$ cat config.mk
export PLATFORM = sky130hd
export DESIGN_NAME = wb_regfile
export DESIGN_NICKNAME = d
export VERILOG_FILES = /design/src/rtl/wb_regfile.sv
export SDC_FILE = /design/constraint.sdc
export NUM_CORES = 2
export LEC_CHECK = 0
export ABC_AREA = 1
export CAP_MARGIN = 20
export CORE_ASPECT_RATIO = 2
export CORE_MARGIN = 5
export CORE_UTILIZATION = 40
export DETAILED_ROUTE_END_ITERATION = 10
export RECOVER_POWER = 50
export SYNTH_ARGS = -nofsm -noshare
export SYNTH_HDL_FRONTEND = slang
export SYNTH_SLANG_ARGS = --single-unit
export TNS_END_PERCENT = 1
$ cat constraint.sdc
create_clock -name clk -period 2.96 [get_ports clk]
set_input_delay 0.592 -clock clk [delete_from_list [all_inputs] [get_ports clk]]
set_output_delay 0.592 -clock clk [all_outputs]
set_load 0.02 [all_outputs]
$ cat src/rtl/wb_regfile.sv
// Writeback mux, 32x32 architectural register file and retired-write counter.
// Optional macro WB_BYPASS_EN forwards the committing value to the read ports in the same cycle.
module wb_regfile (
  input  logic        clk,
  input  logic        rst,
  input  logic [31:0] wb_memdata,
  input  logic [31:0] wb_aludata,
  input  logic [4:0]  wb_rd,
  input  logic        wb_mem2reg,
  input  logic        wb_regwr,
  input  logic [4:0]  ra1,
  input  logic [4:0]  ra2,
  output logic [31:0] rdata1,
  output logic [31:0] rdata2,
  output logic [31:0] wb_wdata,
  output logic        wb_commit,
  output logic [31:0] wb_count
);

  logic [31:0] regs_q [32];
  logic [31:0] regs_d [32];
  logic [31:0] count_q;
  logic [31:0] count_d;

  assign wb_wdata  = wb_mem2reg ? wb_memdata : wb_aludata;
  assign wb_commit = wb_regwr && (wb_rd != 5'd0);
  assign wb_count  = count_q;

  always_comb begin
    regs_d  = regs_q;
    count_d = count_q;
    if (wb_commit) begin
      regs_d[wb_rd] = wb_wdata;
      count_d       = count_q + 32'd1;
    end
    regs_d[0] = '0;
  end

  always_ff @(posedge clk) begin
    if (rst) begin
      regs_q  <= '{default: '0};
      count_q <= '0;
    end else begin
      regs_q  <= regs_d;
      count_q <= count_d;
    end
  end

  // Index 0 is decoded explicitly so $0 reads zero even before the first reset.
  always_comb begin
    rdata1 = (ra1 == 5'd0) ? 32'd0 : regs_q[ra1];
    rdata2 = (ra2 == 5'd0) ? 32'd0 : regs_q[ra2];
`ifdef WB_BYPASS_EN
    if (wb_commit && (ra1 == wb_rd)) rdata1 = wb_wdata;
    if (wb_commit && (ra2 == wb_rd)) rdata2 = wb_wdata;
`endif
  end

endmodule

=== Yosys cells after proc, flatten, opt, wreduce, memory -nomap -nowiden ===
Index checks and enable logic that the tools add are counted.

* Word-level logic and storage cells: 58
* Output and inout port bits: 129
* Bits in registers: 1056

* Muxes and demuxes: 12
* $lt $le $gt $ge: 4
* Reduce and logical (&&, ||, !) cells: 5
* Add/subtract/negate cells: 1
* Bitwise logic cells: 3

{| class="wikitable"
|+ Operators by type and width
! operator !! count
|-
| 1024-bit bitwise mux || 1
|-
| 32-bit binary-select mux with 5-bit select || 2
|-
| 32-bit 2-to-1 mux || 8
|-
| 32-bit demux with 5-bit select || 1
|-
| 32-bit by 1-bit adder with 32-bit output (second input constant) || 1
|-
| 6-bit greater-or-equal comparator (second input constant) || 3
|-
| 5-bit inverter with 6-bit output || 3
|-
| 5-bit zero test || 2
|-
| 6-bit by 1-bit < comparator with 1-bit output (second input constant) || 1
|-
| 5-bit nonzero test || 1
|-
| 1-bit logical AND || 2
|}

=== Depth between registers and ports, before layout ===
* Word-level depth: 6
* Gate-level depth with buffers: 13
* Depth with buffers taken out: 10

=== Worst setup path after synthesis ===
No wires, ideal clock.

* Path kind: input to output
* From: input ra1[0]
* To: output rdata1[30]
* Path slack: 332 ps
* Arrival time: 2036 ps
* Path buffers: 3
* Cell stages on the path: 12
* Cells stage by stage: buf_2 > nor2_1 > buf_2 > clkbuf_1 > nand2_1 > nand3_1 > nand2_1 > nand2_1 > inv_1 > nand2_1 > nand2_1 > nand2_1

* Word-level cells in the longest chain between the ends: 5

{| class="wikitable"
|+ RTL lines
! item !! line !! RTL
|-
| start: declaration || 11 || <nowiki>input logic [4:0] ra1,</nowiki>
|-
| 5-bit inverter with 6-bit output (not written as such) || 51 || <nowiki>rdata1 = (ra1 == 5'd0) ? 32'd0 : regs_q[ra1];</nowiki>
|-
| 32-bit binary-select mux with 5-bit select || 51 ||
|-
| 32-bit 2-to-1 mux (not written as such) (2 in series) || 51 ||
|-
| 32-bit 2-to-1 mux * || 51 ||
|-
| end: declaration || 13 || <nowiki>output logic [31:0] rdata1,</nowiki>
|}

Every way passes the cells marked *; elsewhere a longest branch is shown, timed or not. The select of a mux whose other input is x is not followed.

=== Final worst setup path ===
* From: input ra1[0]
* To: output rdata1[7]

The elaborated chain is that of the path after synthesis.

==> results.txt <==
----------------------------------------------------
[Run status]
  Result of the run ... finished, violations left
  Violations in the final reports ... negative setup slack

[Clock network]
  Number of clock buffers inserted by TritonCTS ... 99
  CTS H-tree depth ... 3
  Skew-Pair Late Insertion Delay ... 0.73 ns
  TritonCTS clock tree ... done
  Clk pin slew, worst setup/hold paths ... 0.06 ns
  Clock Sink Count ... 1,024
  Root cell of the clock tree ... sky130_fd_sc_hd__clkbuf_16
  Worst-case clock buffer depth ... 3
  Total of hold buffers inserted after clock tree synthesis ... 0

[Finish]
  Commonest cells after routing, fill and taps aside ... 1,934 x sky130_fd_sc_hd__nand2_1, 1,331 x sky130_fd_sc_hd__o21ai_0, 1,109 x sky130_fd_sc_hd__a21oi_1, 1,024 x sky130_fd_sc_hd__dfxtp_1, 912 x sky130_fd_sc_hd__nor2_1
  Area of the multi-input gates ... 29,020 sq um
  Reg area ... 20,500 sq um
  Most common cell after layout, fill and taps aside ... sky130_fd_sc_hd__nand2_1
  Number of nets in the layout ... 9,065
  Synth-to-Final Area Change ... 20.77%
  Share of layout cells above drive strength 1 ... 10.81%
  Fill cell count ... 14,020

[Route]
  Routed len/inst ... 26.30 um
  Overall via count from detail_route ... 64,790
  Count of nets left with antenna violations after detail routing ... 0
  Drt pass-1 iters ... 7
  Wire length reported by the detailed router ... 284,500 um
  Mean number of vias per cell ... 5.988
  Post-route DRC violation count ... 0
  Iteration-0 DRC Markers ... 8,200

[STA]
  Minimum clock period after layout ... 3.015 ns
  Setup repair after global routing missed its margin ... yes
  Smallest setup slack after layout ... -0.05509 ns
  Setup-violating endpoint count in the final report ... 31
  Max-slew headroom ... 5.339%
  Worst clock skew ... 0.02709 ns
  Maximum clock frequency ... 331.7 MHz
  Slew @ Worst Pin ... 1.420 ns
  Period utilisation layout ... 101.9%
  Max-slew violations ... 0
  Tightest hold margin ... 0.4641 ns
  Count of final hold-check violations ... 0

[Floorplan]
  Top-level port count ... 212
  Die area ... 145,800 sq um
  Core Region ... 136,900 sq um
  Initial Util ... 40.25%
  X dimension of the die ... 272.5 um
  Height of the die ... 534.9 um
  Rows ... 192

[Yosys]
  Number of flops mapped to enable cells by yosys ... 0
  Syn Inst Count ... 8,869
  Fraction of registers with async set or reset after synthesis ... 0%
  Distinct cell type count after synthesis ... 28
  Commonest register cell after synthesis ... sky130_fd_sc_hd__dfxtp_1
  Sequential share of the synthesized area ... 37.20%
  Summed instance area of the synthesized netlist ... 55,110 sq um
  Yosys synthesis warning count ... 0
  Average instance area after synthesis ... 6.214 sq um
  FF+latch count, synth ... 1,024
  Number of nets produced by synthesis ... 8,953

[Run]
  Max-cap violation count ... 0

[Min path]
  Hold crit path type ... register to register

[Power and ir drop]
  P_int ... 0.02410 W
  Power density over the cells ... 514.2 nW/um^2
  Sequential Power Share ... 41.1%
  Net Sw Frac ... 29.57%
  Switching component of the power ... 0.01012 W
  Largest vdd supply drop ... 0.3835 mV
  Logic pwr share ... 15.9%
  Share of power burned in the clock network ... 43.0%
  Leakage component of the power ... 26.05 nW

[Worst setup path]
  Arrival time at the worst endpoint ... 2.42 ns
  Startpoint types ... input port
  Critical path peak fanout ... 18
  Worst path slowest cell ... sky130_fd_sc_hd__clkdlybuf4s15_2
  Type of the setup path with the least slack ... input port to primary output
  Crit-path most repeated cell ... sky130_fd_sc_hd__nand2_1
  CP Capture Type ... primary output
  Cell-by-cell listing of the critical path ... buf_8, inv_8, nor2_4, buf_12, buf_16, buf_12, nand2_1, o211ai_1, nand3_1, nand2_2, nand2_1, nand2_1, clkdlybuf4s15_2
  CP required ... 2.37 ns
  CP peak stage delay ... 0.27 ns

[Global routing]
  Via count of the first global-routing pass ... 61,140
  Global-route wire length before repair ... 404,900 um
  Largest net degree at the start of global routing ... 85
  Antenna violations before repair ... 11
  Total routing resource utilization after global routing ... 37.04%
  Total congestion overflow ... 0

[Placement]
  Half-perimeter wire length of the detailed placement result ... 190,200 um
  Count of buffers from port buffering ... 211
  Pre-CTS setup slack ... -0.6665 ns
  Final estimated routing congestion in global placement ... 0.9910

----------------------------------------------------
==> worst paths after layout <==
path              slack [ns]                      from  cells after the start                         to
setup reg to reg        0.95  wb_count[1]$_SDFFE_PP0P_                      9  wb_count[18]$_SDFFE_PP0P_
hold reg to reg         0.46  regs_q[962]$_SDFFE_PP0P_                      2   regs_q[962]$_SDFFE_PP0P_
hold / removal          0.46  regs_q[962]$_SDFFE_PP0P_                      2   regs_q[962]$_SDFFE_PP0P_
setup / recovery       -0.06                    ra1[0]                     13                  rdata1[7]
==> cell usage after synthesis (all sizes together) (2+ instances only) <==
cell    number  area [sq um]
nand2     2006          7530
o21ai     1343          6721
a21oi     1110          5555
dfxtp     1024         20500
nor2       921          3460
inv        784          2943
clkbuf     675          2534
nand3      545          2728
o211ai     211          1584
buf        110         486.7
nand4       37         231.5
a211oi      32         240.2
mux2        32         360.4
nor3        17         90.09
clkinv       7         26.28
xnor2        4         35.03
xor2         3         26.28
o21a         2         15.01
==> stage by stage <==
stage / instance area [sq um] / total power [W] / util, % / std cells / TNS (ns)
final: 66560 / 0.03422 / 48.61 / 10820 / -0.7057
after global routing: 66550 / 0.03498 / 48.60 / 10820 / -1.964
after CTS: 67000 / 0.03413 / 48.93 / 10810 / -0.4912
after detailed placement: 62800 / 0.01955 / 45.86 / 10620 / -23.01
after global placement: 62800 / 0.01953 / 45.86 / 10620 / -22.68
after floorplan: 55110 / 0.01681 / - / 8869 / 0
==> registers in the layout, summed over array words and instances (netlist names) <==
name	flops
regs_q	992
wb_count	32
==> kinds of logic (layout without fill, tap and decap cells) <==
logic type                 count (synthesis)  count (layout)  share of synthesized area [%]
and+or+nand+nor                         3530            3530                          25.52
AOI/OAI and AO/OA                       2699            2699                          25.63
buffers and inverters                   1576            1773                          10.87
DFF                                     1024            1024                          37.20
muxes                                     32              32                         0.6539
xor gates and xnor gates                   7               7                         0.1112
adders and majority gates                  1               1                        0.02270
other                                      0               8                              0
==> worst max-delay path, delay by kind of cell <==
family | cells | cell delay (ns)
buffers and inverters | 6 | 1.02
and+or+nand+nor | 6 | 0.65
AOI/OAI and AO/OA | 1 | 0.10
==> per-layer routing <==
metal	track usage, %	up-vias	wire length, um
met2	60.56	4305	128300
met1	40.30	29830	95420
met3	6.933	1526	27680
met4	34.09	0	33110
met5	0	-	0
li1	-	29130	-
==> power by group through the flow <==
stage                     registers (W)  logic, W  clock network (W)
after floorplan                  0.0143   0.00247                  0
after global placement           0.0144   0.00517                  0
after detailed placement         0.0144   0.00519                  0
after CTS                        0.0140   0.00528             0.0148
after global routing             0.0141   0.00564             0.0153
final                            0.0141   0.00544             0.0147
==> final cells by class <==
type | count | share of cell area (%)
Multi-Input combinational cell | 6269 | 43.60
Antenna cell | 8 | 0.03008
Inverter | 791 | 4.529
Tap cell | 1746 | 3.282
Clock buffer | 125 | 4.141
Timing Repair Buffer | 796 | 12.27
Clock inverter | 61 | 1.348
Sequential cell | 1024 | 30.80
==> repair_timing <==
action	CTS	global route
setup endpoints to repair	63	59
buffers inserted	4	1
resized for setup	262	94
cloned	5	1
pin swaps	6	6
Note: power is estimated with default switching activity, not from simulation.
